[src/rtl/demux_pkg.sv]
// Shared definitions for the demux round-robin scheduler: channel geometry,
// FSM state encoding, mode encoding and a one-hot helper.
package demux_pkg;

    localparam int CH_NUM = 8;
    localparam int CH_W   = 3;

    typedef enum logic {
        ST_IDLE = 1'b0,
        ST_SEND = 1'b1
    } state_e;

    localparam logic MODE_RR  = 1'b0;
    localparam logic MODE_FIX = 1'b1;

    function automatic logic [CH_NUM-1:0] onehot_ch(input logic [CH_W-1:0] idx);
        return {{(CH_NUM-1){1'b0}}, 1'b1} << idx;
    endfunction

endpackage

[src/rtl/rr_next_finder.sv]
// Combinational search for the first set mask bit at or after 'start',
// wrapping from the top channel back to channel 0.
module rr_next_finder
    import demux_pkg::*;
(
    input  logic [CH_NUM-1:0] mask,
    input  logic [CH_W-1:0]   start,
    output logic [CH_W-1:0]   idx,
    output logic              found
);

    // Walk the channels in priority order from 'start'; keep the first hit.
    always_comb begin
        logic [CH_W-1:0] cand;
        cand  = start;
        idx   = start;
        found = 1'b0;
        for (int i = 0; i < CH_NUM; i++) begin
            cand  = start + CH_W'(i);
            idx   = (mask[cand] && !found) ? cand : idx;
            found = found | mask[cand];
        end
    end

endmodule

[src/rtl/demux_rr_scheduler.sv]
// Sequencing controller in front of a 1-to-8 demux: accepts one word at a time,
// routes it round-robin or by fixed select, and reroutes stalled round-robin transfers.
module demux_rr_scheduler
    import demux_pkg::*;
#(
    parameter int DW      = 8,
    parameter int TIMEOUT = 15
)
(
    input  logic              clk,
    input  logic              rst,
    input  logic              mode,
    input  logic [2:0]        sel,
    input  logic [7:0]        en_mask,
    input  logic              in_valid,
    input  logic [DW-1:0]     in_data,
    output logic              in_ready,
    output logic [7:0]        out_valid,
    output logic [DW-1:0]     out_data,
    input  logic [7:0]        out_ready,
    output logic [2:0]        cur_tgt,
    output logic              busy,
    output logic [15:0]       xfer_cnt,
    output logic [7:0]        reroute_cnt
);

    localparam logic [7:0] WAIT_LAST = 8'(TIMEOUT - 1);

    state_e             state_r, state_s;
    logic [DW-1:0]      data_r, data_s;
    logic [CH_W-1:0]    tgt_r, tgt_s, ptr_r, ptr_s;
    logic [7:0]         wait_r, wait_s;
    logic               mode_r, mode_s, in_ready_r, in_ready_s;
    logic [CH_NUM-1:0]  out_valid_r, out_valid_s;
    logic [15:0]        xfer_r, xfer_s;
    logic [7:0]         reroute_r, reroute_s;
    logic [CH_W-1:0]    acc_idx_s, acc_tgt_s, alt_idx_s, alt_start_s;
    logic               acc_found_s, alt_found_s, idle_ready_s, stuck_s;
    logic [CH_NUM-1:0]  alt_mask_s;

    assign alt_start_s = tgt_r + 3'd1;
    assign alt_mask_s  = en_mask & ~onehot_ch(tgt_r);

    rr_next_finder u_acc_finder (
        .mask  (en_mask),
        .start (ptr_r),
        .idx   (acc_idx_s),
        .found (acc_found_s)
    );

    rr_next_finder u_alt_finder (
        .mask  (alt_mask_s),
        .start (alt_start_s),
        .idx   (alt_idx_s),
        .found (alt_found_s)
    );

    assign idle_ready_s = (mode == MODE_FIX) || (en_mask != 8'h00);
    // A mask that went empty after in_ready was registered parks the word on ptr.
    assign acc_tgt_s    = (mode == MODE_FIX) ? sel : (acc_found_s ? acc_idx_s : ptr_r);
    assign stuck_s      = (wait_r == WAIT_LAST) || !en_mask[tgt_r];

    // State and datapath registers with synchronous reset.
    always_ff @(posedge clk) begin
        if (rst) begin
            state_r     <= ST_IDLE;
            data_r      <= '0;
            tgt_r       <= 3'd0;
            ptr_r       <= 3'd0;
            wait_r      <= 8'd0;
            mode_r      <= MODE_RR;
            in_ready_r  <= 1'b0;
            out_valid_r <= 8'h00;
            xfer_r      <= 16'd0;
            reroute_r   <= 8'd0;
        end else begin
            state_r     <= state_s;
            data_r      <= data_s;
            tgt_r       <= tgt_s;
            ptr_r       <= ptr_s;
            wait_r      <= wait_s;
            mode_r      <= mode_s;
            in_ready_r  <= in_ready_s;
            out_valid_r <= out_valid_s;
            xfer_r      <= xfer_s;
            reroute_r   <= reroute_s;
        end
    end

    // Next-state and next-output logic; completion takes priority over rerouting.
    always_comb begin
        state_s     = state_r;
        data_s      = data_r;
        tgt_s       = tgt_r;
        ptr_s       = ptr_r;
        wait_s      = wait_r;
        mode_s      = mode_r;
        in_ready_s  = 1'b0;
        out_valid_s = out_valid_r;
        xfer_s      = xfer_r;
        reroute_s   = reroute_r;
        case (state_r)
            ST_IDLE: begin
                if (in_valid && in_ready_r) begin
                    data_s      = in_data;
                    mode_s      = mode;
                    tgt_s       = acc_tgt_s;
                    wait_s      = 8'd0;
                    out_valid_s = onehot_ch(acc_tgt_s);
                    state_s     = ST_SEND;
                end else begin
                    in_ready_s  = idle_ready_s;
                end
            end
            ST_SEND: begin
                if (out_ready[tgt_r]) begin
                    xfer_s      = xfer_r + 16'd1;
                    ptr_s       = (mode_r == MODE_RR) ? alt_start_s : ptr_r;
                    out_valid_s = 8'h00;
                    in_ready_s  = idle_ready_s;
                    state_s     = ST_IDLE;
                end else if ((mode_r == MODE_RR) && stuck_s && alt_found_s) begin
                    tgt_s       = alt_idx_s;
                    wait_s      = 8'd0;
                    out_valid_s = onehot_ch(alt_idx_s);
                    reroute_s   = (reroute_r == 8'hFF) ? reroute_r : reroute_r + 8'd1;
                end else if ((mode_r == MODE_RR) && (wait_r != WAIT_LAST)) begin
                    wait_s      = wait_r + 8'd1;
                end else begin
                    wait_s      = wait_r;
                end
            end
            default: begin
                state_s     = ST_IDLE;
                out_valid_s = 8'h00;
            end
        endcase
    end

    assign in_ready    = in_ready_r;
    assign out_valid   = out_valid_r;
    assign out_data    = data_r;
    assign cur_tgt     = tgt_r;
    assign busy        = (state_r == ST_SEND);
    assign xfer_cnt    = xfer_r;
    assign reroute_cnt = reroute_r;

endmodule

[config.mk]
export PLATFORM = sky130hd
export DESIGN_NAME = demux_rr_scheduler
export DESIGN_NICKNAME = d
export VERILOG_FILES = /design/src/rtl/demux_pkg.sv /design/src/rtl/rr_next_finder.sv /design/src/rtl/demux_rr_scheduler.sv
export SDC_FILE = /design/constraint.sdc
export NUM_CORES = 1
export LEC_CHECK = 0
export BUFFER_PORTS_ARGS = -buffer_cell sky130_fd_sc_hd__buf_2
export CAP_MARGIN = 30
export CELL_PAD_IN_SITES_DETAIL_PLACEMENT = 1
export CELL_PAD_IN_SITES_GLOBAL_PLACEMENT = 1
export CORE_ASPECT_RATIO = 1.75
export CORE_MARGIN = 3
export CORE_UTILIZATION = 45
export CTS_BUF_LIST = sky130_fd_sc_hd__clkbuf_8
export CTS_CLUSTER_DIAMETER = 50
export DETAILED_ROUTE_END_ITERATION = 10
export PLACE_DENSITY_LB_ADDON = 0.1
export RECOVER_POWER = 50
export SLEW_MARGIN = 20
export SYNTH_ARGS = -nofsm -noshare
export SYNTH_HDL_FRONTEND = slang
export SYNTH_SLANG_ARGS = --single-unit
[constraint.sdc]
create_clock -name clk -period 13.8 [get_ports clk]
set_clock_uncertainty 0.15 [all_clocks]
set_input_delay 1.38 -clock clk [delete_from_list [all_inputs] [get_ports clk]]
set_output_delay 1.38 -clock clk [all_outputs]
set_load 0.1 [all_outputs]
# Yosys cells after proc, flatten, opt, wreduce, memory -nomap -nowiden
# Index checks and enable logic that the tools add are counted.
[classes]
addsub = 18
magnitude_cmp = 17
eq_ne = 8
n_shift = 3
muxes = 71
n_bitwise = 20
n_reduce_logical = 43
[op_table]
columns = ["op", "count"]
rows = [
  ["$lt A3 B4 Y1 const B", 17],
  ["$mux W3", 19],
  ["$mux W8", 7],
  ["$bmux W1 S3", 18],
  ["$pmux W8 S2", 2],
  ["$add A3 B3 Y3 const B", 8],
  ["$shl A1 B3 Y8 const A", 3],
  ["$mux W1", 22],
  ["$logic_and A1 B1 Y1", 18],
  ["$add A16 B1 Y16 const B", 1],
  ["$add A8 B1 Y8 const B", 2],
  ["$logic_not A1 Y1", 15],
  ["$or A1 B1 Y1", 14],
  ["$add A3 B2 Y3 const B", 4],
  ["$add A3 B1 Y3 const B", 3],
  ["$reduce_and A3 Y1", 3],
  ["$and A8 B8 Y8", 1],
  ["$eq A8 B4 Y1 const B", 1],
  ["$eq A8 B8 Y1 const B", 1],
  ["$ne A8 B4 Y1 const B", 1],
  ["$not A8 Y8", 1],
  ["$reduce_bool A8 Y1", 1],
  ["$ne A3 B1 Y1 const B", 2],
  ["$pmux W3 S2", 1],
  ["other kinds (7)", 15],
]
[word_totals]
regBits = 57
output_inout_bits = 45
word_cells = 190

# Longest topological paths before layout
[depth]
depth_word = 18
depth_mapped = 15

# Cells and area by module
# A second synthesis with hierarchy kept.
[unflattened]
cells_unflattened = 604
area_unflattened_um2 = 5074.9
[by_module_without_submodules]
columns = ["mod", "instances", "cells_each", "area_per_inst_um2", "seq_area_each_um2"]
rows = [
  ["demux_rr_scheduler", 1, 394, 3330.7, 1141.1],
  ["rr_next_finder", 2, 105, 872.1, 0.0],
]

# Worst setup path after synthesis
# Ideal clock, no wire load.
[synth_path]
path_kind = "register to register"
start = "register tgt_r[0], in the netlist cur_tgt[0]"
end = "register out_valid_r[2], in the netlist out_valid[2]"
setup_ps = 96
arrival_time_ps = 4832
required_ps = 13554
setup_slack_ps = 8722
stages_incl_launch_ff = 15
path_buffers = 4
synth_period_minus_slack_ps = 5078
path_cell_list = "dfxtp_1 -> buf_6 -> buf_6 -> clkbuf_1 -> inv_1 -> ha_1 -> clkbuf_1 -> xnor2_1 -> mux4_2 -> o21bai_4 -> or2_4 -> o32ai_2 -> xnor2_1 -> or3_4 -> o41ai_2"
[synth_via]
word_cells_on_any_way = 69
cone_classes = "add/sub: 8; eq/ne: 1; shift: 2; mux: 30; bitwise: 9; reduce/logical: 19"
[synth_rtl]
columns = ["element", "line_no", "rtl"]
rows = [
  ["start, declared", "demux_rr_scheduler.sv:31", "logic [CH_W-1:0] tgt_r, tgt_s, ptr_r, ptr_s;"],
  ["start signal, assigned", "demux_rr_scheduler.sv:79", "tgt_r <= tgt_s;"],
  ["$add A3 B1 Y3 (*)", "demux_rr_scheduler.sv:41", "assign alt_start_s = tgt_r + 3'd1;"],
  ["via alt_start_s[0]", "demux_rr_scheduler.sv:37", "logic [CH_W-1:0] acc_idx_s, acc_tgt_s, alt_idx_s, alt_start_s;"],
  ["$add A3 B1 Y3", "rr_next_finder.sv:19", "cand = start + CH_W'(i);"],
  ["$bmux W1 S3", "rr_next_finder.sv:20, rr_next_finder.sv:21", ""],
  ["$mux W1 (implied by the code)", "rr_next_finder.sv:20, rr_next_finder.sv:21", ""],
  ["$or A1 B1 Y1", "rr_next_finder.sv:21", "found = found | mask[cand];"],
  ["$logic_not A1 Y1 or $or A1 B1 Y1 (tied branches)", "rr_next_finder.sv:20, rr_next_finder.sv:21", ""],
  ["$logic_and A1 B1 Y1 (tied with other cells)", "rr_next_finder.sv:20", "idx = (mask[cand] && !found) ? cand : idx;"],
  ["$mux W3 (tied with other cells) (4 in series)", "rr_next_finder.sv:20", ""],
  ["$mux W3 or $logic_and A1 B1 Y1 (tied branches)", "rr_next_finder.sv:20", ""],
  ["$mux W3", "rr_next_finder.sv:20", ""],
  ["$shl A1 B3 Y8", "demux_pkg.sv:17", "return {{(CH_NUM-1){1'b0}}, 1'b1} << idx;"],
  ["$mux W8", "demux_rr_scheduler.sv:122", "end else if ((mode_r == MODE_RR) && stuck_s && alt_found_s) begin"],
  ["$mux W8", "demux_rr_scheduler.sv:116", "if (out_ready[tgt_r]) begin"],
  ["$pmux W8 S2", "demux_rr_scheduler.sv:102", "case (state_r)"],
  ["end signal, assigned", "demux_rr_scheduler.sv:84", "out_valid_r <= out_valid_s;"],
  ["end, declared", "demux_rr_scheduler.sv:34", "logic [CH_NUM-1:0] out_valid_r, out_valid_s;"],
]
# The timed path passes the listed nets; every way through them passes the cells marked *. The select of a mux whose other input is x is not followed.
# A chain may end at the register's enable or synchronous reset.

# Worst setup path in the final report
[layout_path]
start = "register ptr_r[1]"
end = "register out_valid_r[6], in the netlist out_valid[6]"
[layout_via]
elab_chain_len = 17
word_cells_on_any_way = 56
cone_classes = "add/sub: 7; shift: 1; mux: 27; bitwise: 7; reduce/logical: 14"
[layout_rtl]
columns = ["element", "line_no", "rtl"]
rows = [
  ["start, declared", "demux_rr_scheduler.sv:31", ""],
  ["start signal, assigned", "demux_rr_scheduler.sv:80", "ptr_r <= ptr_s;"],
  ["$add A3 B1 Y3", "rr_next_finder.sv:19", ""],
  ["$bmux W1 S3", "rr_next_finder.sv:20, rr_next_finder.sv:21", ""],
  ["$mux W1 (implied by the code)", "rr_next_finder.sv:20, rr_next_finder.sv:21", ""],
  ["$or A1 B1 Y1", "rr_next_finder.sv:21", ""],
  ["$logic_not A1 Y1 or $or A1 B1 Y1 (tied branches)", "rr_next_finder.sv:20, rr_next_finder.sv:21", ""],
  ["$logic_and A1 B1 Y1 (tied with other cells)", "rr_next_finder.sv:20", ""],
  ["$mux W3 (tied with other cells) (4 in series)", "rr_next_finder.sv:20", ""],
  ["$mux W3 or $logic_and A1 B1 Y1 (tied branches)", "rr_next_finder.sv:20", ""],
  ["$mux W3", "rr_next_finder.sv:20", ""],
  ["$mux W3 (*) (2 in series)", "demux_rr_scheduler.sv:60", "assign acc_tgt_s = (mode == MODE_FIX) ? sel : (acc_found_s ? acc_idx_s : ptr_r);"],
  ["$shl A1 B3 Y8 (*)", "demux_pkg.sv:17", ""],
  ["$mux W8 (*)", "demux_rr_scheduler.sv:104", "if (in_valid && in_ready_r) begin"],
  ["$pmux W8 S2 (*)", "demux_rr_scheduler.sv:102", ""],
]
# Mark *: on every way between the ends. The rest lies on a longest branch, timed or not. The select of a mux whose other input is x is not followed.

==> impl_metrics.py <==
metrics = {
    "outcome": {
        "status": "finished, final reports clean",
    },
    "floorplan": {
        "die_w_um": 82.7,
        "die_h_um": 140,
        "ios": 76,
        "fp.dieArea_mm2": 0.0116,
        "core-area_mm2": 0.00997,
        "start_util_pct": 46.5,
        "rows": 48,
    },
    "synth": {
        "synth_area_per_cell_um2": 8.52,
        "synth-seq-cells": 57,
        "synth_cell_types": 78,
        "synthCells": 544,
        "ys_async_sr_fraction_pct": 0,
        "netlist_area_mm2": 0.00463,
        "synth_top_cell_by_area": "dfxtp_1",
        "synth_area_leaders": "dfxtp_1, mux4_2, nor2_1",
        "ys_seq_area_share_pct": 24.6,
        "synth_top_area_share_pct": 24.6,
        "synth_fp_nets": 589,
        "yosys_warnings": 0,
        "ys.flop_type": "dfxtp_1",
        "synth_edf_count": 0,
    },
    "grt": {
        "grt_pass1_wl_um": 23800,
        "grt_start_max_net_pins": 57,
        "grt_overflow": 0,
        "antenna_found_initial": 0,
        "grt_usage_pct": 26.4,
        "grt_pass1_vias": 4669,
    },
    "final_layout": {
        "layout_commonest_cell": "nor2_1",
        "drive_gt1_share_pct": 16.4,
        "most-common-layout-cells": "nor2_1, dfxtp_1, nand2_1, clkbuf_1, buf_2",
        "fin_nets": 638,
        "area_growth_syn_to_layout_pct": 11.4,
        "diodes": 0,
        "fill_cells": 1264,
        "fin_util_pct": 51.8,
    },
    "critical_path": {
        "worstPathBufferInverterCount": 1,
        "r2r-start": "ptr_r[1]",
        "crit_path_top_delay_cell": "a2111oi_1",
        "start_kind": "register",
        "rr_worst_depth": 11,
        "worstPathRequired_ps": 13910,
        "cpPeakStageDelay_ps": 860,
        "crit_fanout": 16,
        "cp-end-kind": "register",
        "reg2reg_setup_slack_ps": 8740,
        "critPathTopFamily": "compound AO/OA/AOI/OAI gates",
        "cp.arrival_ps": 5170,
        "worstReg2RegEnd": "out_valid[6]",
        "worstSetupPathType": "reg2reg",
        "worstPathCellList": "clkinv_1 -> ha_1 -> mux4_2 -> mux2i_1 -> a22o_1 -> o2111a_1 -> o22ai_1 -> a2111oi_1 -> nor3b_1 -> a21oi_1 -> o31ai_1",
    },
    "route": {
        "drc": 0,
        "vias": 4468,
        "post_drt_via_cell_ratio": 6.18,
        "first_pass_iters": 4,
        "drt_iter0_drc": 200,
        "ant_nets": 0,
        "totalWireLength_um": 14700,
        "wire_per_inst_um": 20.4,
    },
    "clock_tree": {
        "path_clk_slew_ps": 70,
        "root_buffer": "clkbuf_8",
        "cts_resized": 0,
        "cts_tree": "done",
        "clockBufferDepth": 2,
        "cts-buffers-inserted": 9,
        "cts_htree_levels": 3,
        "cts_hold_buf": 0,
        "post_cts_buffers": 0,
        "clk_latency_ps": 340,
        "cts_sinks": 57,
    },
    "timing": {
        "fmax_ghz": 0.198,
        "tightest_slew_ps": 1190,
        "period_share_pct": 36.7,
        "grt_setup_unrepaired": "false",
        "slew_violations": 0,
        "fin_setup_tns_ps": 0,
        "slew_headroom_pct": 21.0,
        "setup_viol": 0,
        "hold_viol": 0,
        "fin_crit_ps": 5060,
    },
    "placement": {
        "portBuffers": 75,
        "place.detailed.hpwl_um": 11100,
        "place_congestion": 0.920,
    },
    "worst_hold_path": {
        "hold_path_end": "out_data[6]",
        "hold_class": "reg2reg",
        "min_from": "out_data[6]",
        "holdPathStages": 2,
    },
    "pwr": {
        "p_leak_nw": 1.83,
        "powerDensity_mw_per_mm2": 107,
        "ir_worst_vdd_mv": 0.0851,
    },
    "run": {
        "maxCapViolations": 0,
    },
}
## metrics by stage
stage	setup WS [ps]	hold slack [ps]	power [mW]	instances	cell area, um^2
CTS	8550	310	0.558	723	5210
floorplan	8720	308	0.345	544	4630
detailed placement	8590	299	0.395	707	5010
global route	8420	338	0.582	723	5160
global placement	8830	291	0.389	707	5010
finish	8740	310	0.554	723	5160
## layout make-up
type | count | area (um^2) | share of cell area, %
sequential | 57 | 1140 | 22.1
multi-input combinational | 434 | 3270 | 63.3
clock buffer | 10 | 138 | 2.67
clock inverter | 6 | 67.6 | 1.31
timing repair buffer | 77 | 338 | 6.55
tap | 125 | 156 | 3.03
inverter | 14 | 52.6 | 1.02
## where the power goes
| group | switching [mW] | internal [mW] |
|---|---|---|
| logic | 0.146 | 0.0694 |
| registers | 0.00785 | 0.170 |
| clock network | 0.0740 | 0.0881 |
| total | 0.227 | 0.327 |
## cells by family (layout without fill, tap and decap cells)
logic type | after synthesis | after routing | share of synthesized area (%)
simple gates | 201 | 201 | 21.2
compound gates | 132 | 132 | 21.3
flops | 57 | 57 | 24.6
mux | 55 | 55 | 18.1
buf+inv | 53 | 107 | 4.86
xor+xnor | 32 | 32 | 6.05
fa+ha+maj | 14 | 14 | 3.78
## sequential cells by signal, indices dropped and copies added (netlist names)
register and cells:
busy 1, cur_tgt 3, in_ready 1, mode_r 1, out_data 8, out_valid 8
ptr_r 3, reroute_cnt 8, wait_r 8, xfer_cnt 16
## routing by layer
layer	share of wire [%]	track usage, %
met3	5.3	4.50
met1	37	30.1
met2	55	46.7
met4	2.4	10.9
met5	0	0
## cells in the mapped netlist (all sizes together) (4+ instances only)
| master | n |
|---|---|
| a2111oi | 4 |
| a211o | 4 |
| a211oi | 11 |
| a21oi | 31 |
| a311oi | 4 |
| a31oi | 4 |
| and3 | 7 |
| buf | 11 |
| clkbuf | 28 |
| dfxtp | 57 |
| ha | 14 |
| inv | 12 |
| mux2 | 12 |
| mux2i | 22 |
| mux4 | 21 |
| nand2 | 54 |
| nand2b | 11 |
| nand3 | 5 |
| nand4 | 15 |
| nor2 | 58 |
| nor2b | 9 |
| nor3 | 12 |
| nor3b | 6 |
| nor4 | 4 |
| o21a | 4 |
| o21ai | 18 |
| o22ai | 6 |
| o31ai | 8 |
| o41ai | 5 |
| or2 | 4 |
| or3 | 7 |
| xnor2 | 9 |
| xor2 | 23 |
## worst max-delay path by stage
stage	start	slack (ps)	depth (start not counted)	to
6_report	ptr_r[1]	8740	11	out_valid[6]
3_5_place_dp	ptr_r[1]	8590	11	out_valid[6]
2_1_floorplan	cur_tgt[0]	8720	14	out_valid[2]
4_1_cts	ptr_r[1]	8550	11	out_valid[6]
3_3_place_gp	ptr_r[1]	8830	11	out_valid[6]
5_1_grt	ptr_r[1]	8420	11	out_valid[6]
## worst min-delay path, cell delays in order (launching register included)
cell and delay [ps]:
dfxtp_1 310, nand2_1 50, a21oi_1 50
(Power assumes the default switching activity.)
